`src/rtl/div_pkg.sv`:
```
// Shared definitions for the div_8 restoring divider: data width,
// iteration counter width and the FSM state encoding.
package div_pkg;

  localparam int DIV_WIDTH = 8;
  localparam int CNT_W     = 3;

  localparam logic [CNT_W-1:0] LAST_ITER = 3'd7;

  typedef enum logic [1:0] {
    S_IDLE = 2'd0,
    S_RUN  = 2'd1,
    S_DONE = 2'd2
  } state_t;

endpackage

```
`src/rtl/div_8_trial_sub.sv`:
```
// trial_sub: combinational ripple-borrow subtractor used for the trial
// subtraction of each divider iteration (diff = a - b, borrow_out = a < b).
module trial_sub
  import div_pkg::*;
#(
  parameter int W = DIV_WIDTH + 1
) (
  input  logic [W-1:0] a,
  input  logic [W-1:0] b,
  output logic [W-1:0] diff,
  output logic         borrow_out
);

  logic [W:0] w_borrow;

  // Bit-serial borrow chain from LSB to MSB.
  always_comb begin
    w_borrow    = '0;
    diff        = '0;
    for (int i = 0; i < W; i++) begin
      diff[i]       = a[i] ^ b[i] ^ w_borrow[i];
      w_borrow[i+1] = (~a[i] & b[i]) | (~(a[i] ^ b[i]) & w_borrow[i]);
    end
    borrow_out = w_borrow[W];
  end

endmodule

```
`src/rtl/div_8.sv`:
```
// div_8: 8-bit unsigned restoring divider with valid/ready handshakes.
// Optional feature macro: DIV8_EARLY_EXIT_EN (divisor > dividend finishes
// on the accepting edge with quotient 0, remainder = dividend).
//
// Handshake: a transfer happens on a rising edge where valid && ready are
// both high. in_ready is high only in IDLE; out_valid is high only in DONE.
// The pair {in_ready, out_valid} fully exposes the FSM state:
// IDLE = 2'b10, RUN = 2'b00, DONE = 2'b01.
module div_8
  import div_pkg::*;
#(
  parameter int WIDTH = DIV_WIDTH
) (
  input  logic             clk,
  input  logic             rst_n,
  input  logic             in_valid,
  output logic             in_ready,
  input  logic [WIDTH-1:0] dividend,
  input  logic [WIDTH-1:0] divisor,
  output logic             out_valid,
  input  logic             out_ready,
  output logic [WIDTH-1:0] quotient,
  output logic [WIDTH-1:0] remainder,
  output logic             div_by_zero
);

  state_t           r_state;
  state_t           w_next_state;

  logic [WIDTH:0]   r_rem;      // partial remainder R (9 bits)
  logic [WIDTH-1:0] r_q;        // working quotient / shifted dividend
  logic [WIDTH-1:0] r_div;      // captured divisor
  logic [CNT_W-1:0] r_cnt;
  logic [WIDTH-1:0] r_quot;
  logic [WIDTH-1:0] r_remo;
  logic             r_dbz;

  logic [WIDTH:0]   w_shift;
  logic [WIDTH:0]   w_sub_b;
  logic [WIDTH:0]   w_diff;
  logic             w_borrow;
  logic [WIDTH:0]   w_r_next;
  logic [WIDTH-1:0] w_q_next;
  logic             w_early;
  logic             w_unused_msb;

  // Shift {R,Q} left by one: R takes Q's MSB as its new LSB.
  assign w_shift  = {r_rem[WIDTH-1:0], r_q[WIDTH-1]};
  assign w_sub_b  = {1'b0, r_div};

  trial_sub #(.W(WIDTH + 1)) u_trial (
    .a          (w_shift),
    .b          (w_sub_b),
    .diff       (w_diff),
    .borrow_out (w_borrow)
  );

  // Restore on borrow, otherwise keep the difference and set the quotient bit.
  assign w_r_next = w_borrow ? w_shift : w_diff;
  assign w_q_next = {r_q[WIDTH-2:0], ~w_borrow};

  // R stays below the divisor, so its top bit only matters inside the shift.
  assign w_unused_msb = r_rem[WIDTH];

`ifdef DIV8_EARLY_EXIT_EN
  assign w_early = (divisor > dividend);
`else
  assign w_early = 1'b0;
`endif

  // State register.
  always_ff @(posedge clk or negedge rst_n) begin
    if (!rst_n) r_state <= S_IDLE;
    else        r_state <= w_next_state;
  end

  // Next-state logic.
  always_comb begin
    w_next_state = r_state;
    case (r_state)
      S_IDLE: if (in_valid) begin
        if (divisor == '0 || w_early) w_next_state = S_DONE;
        else                          w_next_state = S_RUN;
      end
      S_RUN:  if (r_cnt == LAST_ITER) w_next_state = S_DONE;
      S_DONE: if (out_ready)          w_next_state = S_IDLE;
      default:                        w_next_state = S_IDLE;
    endcase
  end

  // Handshake outputs decoded from state.
  always_comb begin
    in_ready  = (r_state == S_IDLE);
    out_valid = (r_state == S_DONE);
  end

  // Datapath: operand capture, iterations and result registers.
  always_ff @(posedge clk or negedge rst_n) begin
    if (!rst_n) begin
      r_rem  <= '0;
      r_q    <= '0;
      r_div  <= '0;
      r_cnt  <= '0;
      r_quot <= '0;
      r_remo <= '0;
      r_dbz  <= 1'b0;
    end else begin
      case (r_state)
        S_IDLE: if (in_valid) begin
          r_div <= divisor;
          if (divisor == '0) begin
            r_quot <= '1;
            r_remo <= dividend;
            r_dbz  <= 1'b1;
          end else if (w_early) begin
            r_quot <= '0;
            r_remo <= dividend;
            r_dbz  <= 1'b0;
          end else begin
            r_rem  <= '0;
            r_q    <= dividend;
            r_cnt  <= '0;
            r_dbz  <= 1'b0;
          end
        end
        S_RUN: begin
          r_rem <= w_r_next;
          r_q   <= w_q_next;
          r_cnt <= r_cnt + 1'b1;
          if (r_cnt == LAST_ITER) begin
            r_quot <= w_q_next;
            r_remo <= w_r_next[WIDTH-1:0];
          end
        end
        default: ;
      endcase
    end
  end

  assign quotient    = r_quot;
  assign remainder   = r_remo;
  assign div_by_zero = r_dbz;

endmodule

```
`config.mk`:
```
export PLATFORM = sky130hd
export DESIGN_NAME = div_8
export DESIGN_NICKNAME = d
export VERILOG_FILES = /design/src/rtl/div_pkg.sv /design/src/rtl/div_8_trial_sub.sv /design/src/rtl/div_8.sv
export SDC_FILE = /design/constraint.sdc
export NUM_CORES = 1
export LEC_CHECK = 0
export BUFFER_PORTS_ARGS = -buffer_cell sky130_fd_sc_hd__buf_4
export CAP_MARGIN = 5
export CORE_ASPECT_RATIO = 0.7
export CORE_MARGIN = 5
export CORE_UTILIZATION = 45
export CTS_BUF_LIST = sky130_fd_sc_hd__clkbuf_8
export CTS_CLUSTER_DIAMETER = 100
export CTS_CLUSTER_SIZE = 12
export DETAILED_ROUTE_END_ITERATION = 16
export PLACE_DENSITY = 0.69
export SLEW_MARGIN = 0
export SYNTH_ARGS = -nofsm -noshare
export SYNTH_HDL_FRONTEND = slang
export SYNTH_SLANG_ARGS = --single-unit
```
`constraint.sdc`:
```
create_clock -name clk -period 3.97 [get_ports clk]
set_input_delay 0.397 -clock clk [delete_from_list [all_inputs] [get_ports clk]]
set_output_delay 0.397 -clock clk [all_outputs]
set_load 0.01 [all_outputs]
```
==> metrics.csv <==
stage;metric;value;unit
placement;IO buf count;38;
route;drt wl/cell;15.9;µm
placement;DP HPWL;3500;µm
sta;Setup WS post-layout;0.0890;ns
route;post-route ant nets;0;
synth;ranking of synthesized cells by area;dfrtp_1 (51%), fa_1 (6.2%), mux2_2 (5.0%), nand2_1 (4.2%), nor2_1 (3.7%);
synth;ys flop type;dfrtp_1;
route;Routed Wire Length;4940;µm
sta;Final Skew;0.00770;ns
route;drt pass-1 iters;4;
synth;most numerous cell in the Yosys netlist;dfrtp_1;
power;Peak VDD IR;403;µV
min_path;worst min path class;input pin to asynchronous set/reset pin;
clock_network;clock-pin slew on the worst setup and hold paths;0.09;ns
synth;Post-synth EDFFs;0;
floorplanning;Starting Density;46.8;%
route;DR vias/cell;5.29;
clock_network;CTS Buf Count;5;
run;Max Cap Viol;0;
clock_network;Worst-Skew Late Latency;0.30;ns
setup_path;Critical Path Sink Type;flop;
global_routing;GRT Total Usage;16.4;%
synth;Post-Syn Area;0.00226;mm²
synth;sequential-to-total area share from yosys stat;50.9;%
power;Net Sw Frac;37.5;%
synth;Seq cells post-synth;46;
sta;fmax;258;MHz
synth;Avg Cell Area, Syn;11.3;µm²
synth;most frequent cells after synthesis;dfrtp_1 (46), nand2_1 (25), nor2_1 (22), inv_1 (11), mux2_2 (10);
synth;ys async rst share;100;%
global_routing;largest net degree at the start of global routing;47;
power;pwr dens;973;mW/mm²
sta;normalized max-slew margin;39.0;%
synth;Synth Net Count;230;
global_routing;initial antenna violation count;0;
setup_path;WP data required;4.20;ns
power;power share of the sequential group;32.4;%
sta;Max Transition Viols Final;0;
sta;period utilisation layout;97.8;%
route;drt drc;0;
floorplanning;die footprint;0.00656;mm²
sta;Fin Setup TNS;0;ns
global_routing;vias in the first global route;1590;
power;cell internal pwr;1.70;mW
route;DR iter-0 viols;77;
setup_path;CP arrival;4.11;ns
sta;# setup viols final;0;
route;Vias;1644;
floorplanning;DIE WIDTH;94.7;µm
setup_path;kind of critical path;flop to flop;
sta;endpoints failing hold;0;
floorplanning;Ports;39;
sta;Tmin final;3.88;ns
finish;# diodes;0;
clock_network;Root Driver;clkbuf_8;
synth;Syn Inst Count;200;
global_routing;Congestion Overflow GR;0;
finish;area growth from synthesis to layout;24.1;%
setup_path;CP max FO;3;
synth;cell taking the most area after synthesis;dfrtp_1;
placement;placed cells;302;
setup_path;Worst setup SP type;flop;
finish;Layout Nets;271;
clock_network;clk sink count;46;
finish;proportion of layout cells with a drive suffix above 1;33.9;%
floorplanning;FP Rows;21;
sta;Least-Margin Pin Slew;0.915;ns
power;Clock power frac;15.7;%
power;Psw;1.02;mW
power;combinational share of power;51.9;%
power;leakage power;1.31;nW
synth;Yosys top cell area share;50.9;%
sta;Min Hold Slack;0.0861;ns
finish;Post-Layout Cell Count;311;
clock_network;CTS tree;built;
floorplanning;Die Height;69.3;µm
clock_network;CTS H-Tree Depth;2;
synth;Distinct cells, synth;35;
power;Final Total Pwr;2.73;mW
placement;Place WS;-0.109;ns
floorplanning;core area;0.00483;mm²
global_routing;first-pass GRT wire length;8290;µm
placement;routability cong.;0.899;
run_status;status;finished, final reports clean;
synth;YS warnings;0;
sta;RSZ-0062 raised after global routing;yes;
clock_network;Max clock buf depth;2;
-- path summary, 6_finish.rpt --
path	startpoint	slack [ns]	end	cells after the start
worst max-delay path	r_div[0]	0.09	remainder[7]	13
worst min-delay path	rst_n	0.09	remainder[5]	1
worst max register to register	r_div[0]	0.09	remainder[7]	13
worst min register to register	r_q[0]	0.50	r_q[0]	1
max in group asynchronous	rst_n	3.49	r_rem[4]	1
min in group clk	out_ready	0.27	r_state[1]	2
-- through the flow --
stage | util (%) | area [µm²]
final | 58.0 | 2810
after global routing | 58.0 | 2810
after CTS | 57.4 | 2780
after detailed placement | 53.9 | 2610
after global placement | 53.9 | 2610
after floorplan | - | 2270
-- sequential cells by signal, summed over array words and instances, names as in the netlist --
| name | cells |
|---|---|
| quotient | 8 |
| r_div | 8 |
| r_q | 8 |
| r_rem | 8 |
| remainder | 8 |
| r_cnt | 3 |
| r_state | 2 |
| div_by_zero | 1 |
-- power by group through the flow --
stage	Sequential, mW	Combinational (mW)	Clock (mW)
6_report	0.885	1.42	0.428
5_1_grt	0.917	1.58	0.459
4_1_cts	0.883	1.35	0.437
3_5_place_dp	0.891	1.29	0
3_3_place_gp	0.887	1.27	0
2_1_floorplan	0.877	0.870	0
-- cell families after synthesis --
family	count (synthesis)	synth area share, %
compound gates	39	12.7
simple gates	64	13.9
mux	19	9.35
flops	46	50.9
buf+inv	22	5.26
fa+ha+maj	10	7.86
-- cells in the final DEF (no fill, tap or decap), types with 5 or more instances in the layout --
cell      count
a31oi_1       5
buf_4        43
clkbuf_8      6
dfrtp_1      46
fa_2          7
inv_1        10
mux2_1        7
mux2_2       10
nand2_1      25
nor2_1       22
nor3_1        6
-- worst max-delay path, stage by stage (launching register included) --
cell	delay, ns
dfrtp_1	0.40
ha_2	0.19
fa_2	0.34
fa_2	0.34
fa_2	0.34
fa_2	0.34
fa_2	0.34
fa_2	0.35
fa_2	0.43
buf_6	0.13
nor3b_1	0.13
a211oi_2	0.25
a21oi_1	0.07
o21ai_1	0.14
-- cell type report --
cell class                 instances  area [µm²]
clock buffer                       6        82.6
tap                               69        86.3
clock inverter                     2        60.1
inverter                          11        41.3
fill                             438        2030
sequential                        46        1150
timing repair buffer              45         345
multi-input combinational        132        1040
-- layer usage --
metal / vias up / GRT usage (%) / part of all wire [%]
met3: 8 / 4.66 / 8.6
met4: 0 / 5.28 / 1.3
met2: 50 / 20.4 / 39
li1: 763 / - / -
met5: - / 0 / 0
met1: 823 / 26.6 / 51
-- what timing repair did --
item,in CTS,in global routing
endpoints found under the setup margin,10,12
gates resized for setup,6,7
setup buffers,0,1
pin swaps,0,4
hold buffers,0,0
(Power assumes the default switching activity.)
